**src/rtl/demux_1to8_buf.sv**
```systemverilog
// Registered 1-to-8 demultiplexer: one source word steered into eight single-entry slots,
// each drained by its own valid/ready handshake. Optional macro: DEMUX_1TO8_ZERO_IDLE_EN.
module demux_1to8_buf #(
  parameter int size = 32
) (
  input  logic            clk_i,
  input  logic            rst_i,
  input  logic [size-1:0] data_i,
  input  logic [2:0]      select_i,
  input  logic            valid_i,
  output logic            ready_o,
  output logic [size-1:0] data0_o,
  output logic [size-1:0] data1_o,
  output logic [size-1:0] data2_o,
  output logic [size-1:0] data3_o,
  output logic [size-1:0] data4_o,
  output logic [size-1:0] data5_o,
  output logic [size-1:0] data6_o,
  output logic [size-1:0] data7_o,
  output logic [7:0]      valid_o,
  input  logic [7:0]      ready_i,
  output logic [3:0]      occ_o
);

  logic [7:0]            f_q;
  logic [7:0]            f_d;
  logic [3:0]            occ_q;
  logic [3:0]            occ_d;
  logic                  accept;
  logic [7:0]            drain;
  logic [7:0]            acc_onehot;
  logic [3:0]            n_drain;
  logic [7:0][size-1:0]  data_w;

  // ready_o never looks at ready_i, so no consumer can reach back to the producer.
  always_comb begin
    ready_o    = ~f_q[select_i];
    accept     = valid_i & ready_o;
    drain      = f_q & ready_i;
    acc_onehot = accept ? (8'b0000_0001 << select_i) : 8'b0000_0000;
    f_d        = (f_q & ~drain) | acc_onehot;
    n_drain    = 4'd0;
    for (int i = 0; i < 8; i++) begin
      n_drain = n_drain + {3'b000, drain[i]};
    end
    occ_d = occ_q + {3'b000, accept} - n_drain;
  end

  always_ff @(posedge clk_i) begin
    if (rst_i) begin
      f_q   <= 8'h00;
      occ_q <= 4'd0;
    end else begin
      f_q   <= f_d;
      occ_q <= occ_d;
    end
  end

  generate
    for (genvar gi = 0; gi < 8; gi++) begin : g_slot
      logic [size-1:0] slot_q;
      logic [size-1:0] slot_d;

      always_comb begin
        slot_d = acc_onehot[gi] ? data_i : slot_q;
      end

      always_ff @(posedge clk_i) begin
        if (rst_i) begin
          slot_q <= '0;
        end else begin
          slot_q <= slot_d;
        end
      end

`ifdef DEMUX_1TO8_ZERO_IDLE_EN
      // Idle slots read zero so several outputs can be OR-combined onto one bus.
      assign data_w[gi] = f_q[gi] ? slot_q : '0;
`else
      assign data_w[gi] = slot_q;
`endif
    end
  endgenerate

  assign valid_o = f_q;
  assign occ_o   = occ_q;
  assign data0_o = data_w[0];
  assign data1_o = data_w[1];
  assign data2_o = data_w[2];
  assign data3_o = data_w[3];
  assign data4_o = data_w[4];
  assign data5_o = data_w[5];
  assign data6_o = data_w[6];
  assign data7_o = data_w[7];

endmodule

```
**config.mk**
```make
export PLATFORM = sky130hd
export DESIGN_NAME = demux_1to8_buf
export DESIGN_NICKNAME = d
export VERILOG_FILES = /design/src/rtl/demux_1to8_buf.sv
export SDC_FILE = /design/constraint.sdc
export NUM_CORES = 1
export LEC_CHECK = 0
export ABC_AREA = 0
export BUFFER_PORTS_ARGS = -buffer_cell sky130_fd_sc_hd__buf_2
export CAP_MARGIN = 15
export CORE_ASPECT_RATIO = 1.1
export CORE_MARGIN = 2
export CORE_UTILIZATION = 45
export CTS_CLUSTER_SIZE = 12
export DETAILED_ROUTE_END_ITERATION = 10
export GPL_ROUTABILITY_DRIVEN = 0
export PLACE_DENSITY = 0.71
export RECOVER_POWER = 100
export SLEW_MARGIN = 20
export SYNTH_ARGS = -nofsm -noshare
export SYNTH_HDL_FRONTEND = slang
export SYNTH_SLANG_ARGS = --single-unit
```
**constraint.sdc**
```tcl
create_clock -name clk_i -period 10.29 [get_ports clk_i]
set_input_delay 1.029 -clock clk_i [delete_from_list [all_inputs] [get_ports clk_i]]
set_output_delay 1.029 -clock clk_i [all_outputs]
set_load 0.03 [all_outputs]
```
# --- After elaboration in Yosys (flattened, before gate mapping) ---
# Index checks and enable logic that the tools add are counted.
op_classes:
  div: 0
  n_bitwise: 6
  n_mux: 3
  n_reduce_logical: 0
  addsub: 9
  n_eq_ne: 0
  shift: 1
  magnitude_cmp: 1
  mul: 0
op_table:
  columns: ["cell", "count"]
  rows:
  - ["adder 4 x 1 -> 4 bit", 5]
  - ["bitwise AND 8 bit", 2]
  - ["2-to-1 mux 8 bit", 1]
  - ["NOT 8 bit", 1]
  - ["OR 8 bit", 1]
  - ["<< shifter 1 x 3 -> 8 bit, first input constant", 1]
  - ["adder 3 x 1 -> 4 bit", 1]
  - ["< comparator 3 x 4 -> 1 bit, second input constant", 1]
  - ["subtractor 4 bit", 1]
  - ["adder 2 x 1 -> 3 bit", 1]
  - ["binary-select mux 1 bit (select 3 bit)", 1]
  - ["adder 1 x 1 -> 2 bit", 1]
  - ["bitwise AND 1 bit", 1]
  - ["2-to-1 mux 1 bit", 1]
  - ["NOT 1 bit", 1]
word_totals:
  out_inout_bits: 269
  mem_bits_rw: 0
  elab_cells: 30
  latch_bits: 0
  in_bits: 46
  mem_count: 0
  regBits: 268
  romBits: 0

# --- Logic depth before layout (Yosys ltp) ---
depth:
  ltp_word: 9
  mapped_depth: 14
  ltp_nobuf: 13

# --- Worst setup path after synthesis ---
# No wires, ideal clock.
synth_timing:
  path_type: "input -> register"
  from: "in ready_i[4]"
  to: "reg occ_q[3] (netlist: occ_o[3])"
  path_buffers: 0
  stages: 12
  required_time_ns: 10.162
  slack_ns: 6.357
  arrival_ns: 3.806
  path_cell_list: "nand2_1 -> fa_1 -> fa_1 -> inv_1 -> fa_1 -> fa_1 -> inv_1 -> ha_1 -> ha_1 -> xnor2_1 -> xnor2_1 -> nor2_1"
synth_between:
  elab_chain_len: 6
synth_rtl:
  columns: ["item", "line_no", "source"]
  rows:
  - ["from (decl)", "21", "input logic [7:0] ready_i,"]
  - ["bitwise AND 8 bit", "39", "drain = f_q & ready_i;"]
  - ["adder 4 x 1 -> 4 bit (4 in series)", "44", "n_drain = n_drain + {3'b000, drain[i]};"]
  - ["subtractor 4 bit", "46", "occ_d = occ_q + {3'b000, accept} - n_drain;"]
  - ["to (signal assigned)", "52", "occ_q <= 4'd0;"]
  - ["to (signal assigned)", "55", "occ_q <= occ_d;"]
  - ["to (decl)", "27", "logic [3:0] occ_q;"]
# No other way between the ends.
# A chain may end at the register's enable or synchronous reset.

# --- Worst setup path in the final report ---
layout_timing:
  from: "in rst_i"
  to: "reg f_q[5] (netlist: valid_o[5])"
layout_rtl:
  columns: ["item", "line_no", "source"]
  rows:
  - ["from (decl)", "7", "input logic rst_i,"]
  - ["to (signal assigned)", "51", "f_q <= 8'h00;"]
  - ["to (signal assigned)", "54", "f_q <= f_d;"]
  - ["to (decl)", "25", "logic [7:0] f_q;"]
# No word-level cell between the ends.

==> results.cfg <==
[synth]
synth_simple_gate_area_share_pct = 14.9
postSynthRegisterBits = 268
yosysWarnings = 0
mean_syn_cell_area_sq_um = 8.19
synth_nets = 1363
synth-compound-area-share_pct = 24.5
synth_cells = 1304
synthXorXnorAreaFrac_pct = 0.246
syn-cell-area_sq_um = 10700
synth_sequential_area_ratio_pct = 50.2
post_synth_fa_ha_maj_area_fraction_pct = 1.95
post_synthesis_cell_type_count = 37
synth.mux.area_fraction_pct = 0.656
synth_top_family_by_area = compound AO/OA/AOI/OAI gates

[critical_path]
critical_path_depth = 3
cp-end-kind = flop
reg2reg_setup_slack_ns = 5.51
ff2ff_path_depth = 14
highest_cell_delay_on_the_worst_timing_path_ns = 3.28
crit_start = rst_i
worst_setup_path_endpoint = valid_o[5]$_SDFF_PP0_
critPathBufInv = 2
worstPathCellList = clkbuf_8 -> clkbuf_1 -> nor2_1
setup_cp_type = in -> reg
critical_path.reg2reg.startpoint = valid_o[7]$_SDFF_PP0_
critPathRequiredTime_ns = 10.53
setup.worst_path.start_class = input port
cp_slowest_cell = clkbuf_1
endpoint_of_the_lowest_slack_register_to_register_path = occ_o[3]$_SDFF_PP0_
timing.critical_path.fanout_max = 169
cp_top_family = buffers and inverters
worstPathArrival_ns = 5.37

[power_and_ir_drop]
vdd.ir_drop.worst_mv = 0.122
power_frac_seq_pct = 47.1
combinationalPowerShare_pct = 10.8
p_clk_share_pct = 42.1
total_leakage_power_nw = 4.08
switching_power_uw = 615
p_int_mw = 1.67
cellPowerDensity_nw_per_um2 = 182
power.switching_fraction_pct = 26.9

[sta]
slew-limit-headroom_pct = -207
final_hold_viol_count = 0
setup_viol = 0
rsz0062_at_grt = false
worstMarginPinSlew_ns = 4.61
clock.fmax_ghz = 0.195
drv_slew = 353
period_needed_ns = 5.13
tns_ns = 0
timing.clock.skew_ns = 0.0216
fin_crit_sh_pct = 49.9

[placement]
detailed_place_hpwl_microns = 24600
io_buffer_count = 314
placedCellCount = 1773

[cts]
max_clock_buf_depth = 3
post_cts_hold_buffers = 0
postCtsSetupBuffers = 0
htree_num_levels = 1
clock-sinks = 268
post_cts_resized = 0
cts-buffers-inserted = 28
clk_root_buffer_cell = clkbuf_16
worst_skew_pair.late_latency_ns = 0.54
cts_tree = done
path_clk_slew_ns = 0.06

[final_layout]
final_layout_net_count = 1557
layout-drive-gt1-share_pct = 7.47
instances_no_fill = 1818
layout_commonest_cell = clkbuf_1
syn2layout_area_growth_pct = 17.6
diodes = 0
most-common-layout-cells = clkbuf_1, dfxtp_1, a21oi_1, nand3_1, o21ai_0

[drt]
dr_total_vias = 10800
detailedRoute.firstIterationViolations = 968
drc = 0
firstDrtPassIters = 6
postRouteAntennaNets = 0
drt-vias-per-instance = 5.93
wl_per_cell_microns = 21.6
drt_wl_total_microns = 39300

[floorplan]
core_region_area_sq_um = 23500
fp-row-count = 59
start_util_pct = 45.5
fp.dieArea_sq_um = 25000
die-width_microns = 151
boundaryPins = 315
chipHeight_microns = 166

[global_routing]
leftover_overflow_at_the_end_of_global_routing = 0
maximum_number_of_pins_on_one_net_before_global_route_repair = 170
grt_first_pass_wirelength_microns = 57600
initial_antenna_violation_count = 0
first_global_vias = 9761
grt_util_overall_pct = 29.8

[status]
violations_in_the_final_reports = max-capacitance violations, max-slew violations
outcome = finished with violations

[job]
max_cap_viol_count = 7

[min_path]
min-delay-path-class = reg -> reg
timing.hold.worst_path_depth = 2
==> area by class of cell <==
cell class / count / area (sq um)
fillers: 2342 / 10900
clock inverters: 6 / 55.1
well taps: 305 / 382
multi-input cells: 847 / 4530
repair buffers: 337 / 1380
clock buffers: 39 / 793
inverters: 16 / 60.1
flip-flops and latches: 268 / 5370
==> worst min-delay path by stage <==
stage                        startpoint  slack [ns]                        to
3_5_place_dp   data1_o[11]$_SDFFE_PP0P_        0.46  data1_o[11]$_SDFFE_PP0P_
2_1_floorplan   data0_o[0]$_SDFFE_PP0P_        0.61   data0_o[0]$_SDFFE_PP0P_
3_3_place_gp   data0_o[25]$_SDFFE_PP0P_        0.46  data0_o[25]$_SDFFE_PP0P_
5_1_grt        data6_o[10]$_SDFFE_PP0P_        0.49  data6_o[10]$_SDFFE_PP0P_
6_report       data2_o[29]$_SDFFE_PP0P_        0.47  data2_o[29]$_SDFFE_PP0P_
4_1_cts        data1_o[11]$_SDFFE_PP0P_        0.47  data1_o[11]$_SDFFE_PP0P_
==> synthesized netlist by cell type <==
library cell	number	share of area, %
and2_1	5	0.29
and4b_1	2	0.19
a41oi_2	1	0.15
clkbuf_1	130	4.6
nand2_1	6	0.21
buf_4	14	0.98
nand4_1	2	0.12
nand4bb_1	1	0.11
nor2b_1	9	0.53
and3b_1	1	0.082
o2111ai_1	2	0.16
fa_1	6	1.1
buf_2	26	1.2
a21oi_1	260	12
and4_1	1	0.082
mux2_2	4	0.42
and4bb_2	1	0.12
inv_1	12	0.42
nor3b_2	1	0.12
clkinv_1	4	0.14
nand3b_1	1	0.070
nand3_1	256	12
buf_6	1	0.11
nand4b_1	2	0.16
o21ai_1	4	0.19
nand2b_1	2	0.12
mux2i_1	1	0.094
ha_1	7	0.82
xnor2_1	3	0.25
or2_2	2	0.12
or3_1	1	0.059
or3b_1	1	0.082
mux2_4	1	0.14
o21ai_0	252	12
clkbuf_2	2	0.094
dfxtp_1	268	50
nor2_1	12	0.42
==> power by group through the flow <==
stage	combinational, mW	clock, mW	sequential (mW)
2_1_floorplan	0.117	0	1.15
3_3_place_gp	0.249	0	1.10
3_5_place_dp	0.252	0	1.10
4_1_cts	0.253	0.969	1.08
5_1_grt	0.263	1.01	1.08
6_report	0.246	0.963	1.08
==> tightest hold or removal path: cells and delay by family (launching register included) <==
kind / cells / cell delay, ns
compound gates: 2 / 0.12
flops: 1 / 0.30
==> through the flow <==
stage	util, %	setup slack, ns	hold slack [ns]	total power [mW]	area, sq um
finish	53.5	5.16	0.474	2.29	12600
global route	53.5	4.79	0.493	2.36	12600
CTS	55.1	6.10	0.472	2.30	12900
detailed placement	51.5	6.10	0.463	1.35	12100
global placement	51.5	6.11	0.457	1.35	12100
floorplan	-	6.36	0.607	1.27	10700
==> routing by layer <==
metal,track usage (%),vias up,part of all wire [%]
met5,0,-,0
met4,10.4,0,3.2
met3,6.95,80,9.2
met2,48.4,537,47
met1,39.1,5181,41
li1,-,4982,-
==> kinds of logic (layout without fill, tap and decap cells) <==
logic type      count (synthesis)  after routing
fa+ha+maj                      13             13
simple gates                  306            306
compound gates                519            519
buf+inv                       189            398
xor+xnor                        3              3
flops                         268            268
mux                             6              6
==> registers in the layout, summed over array words and instances, names as in the netlist, 32 cells and up <==
| register | flops |
|---|---|
| data0_o | 32 |
| data1_o | 32 |
| data2_o | 32 |
| data3_o | 32 |
| data4_o | 32 |
| data5_o | 32 |
| data6_o | 32 |
| data7_o | 32 |
No activity file was read; power rests on OpenSTA's default activity.
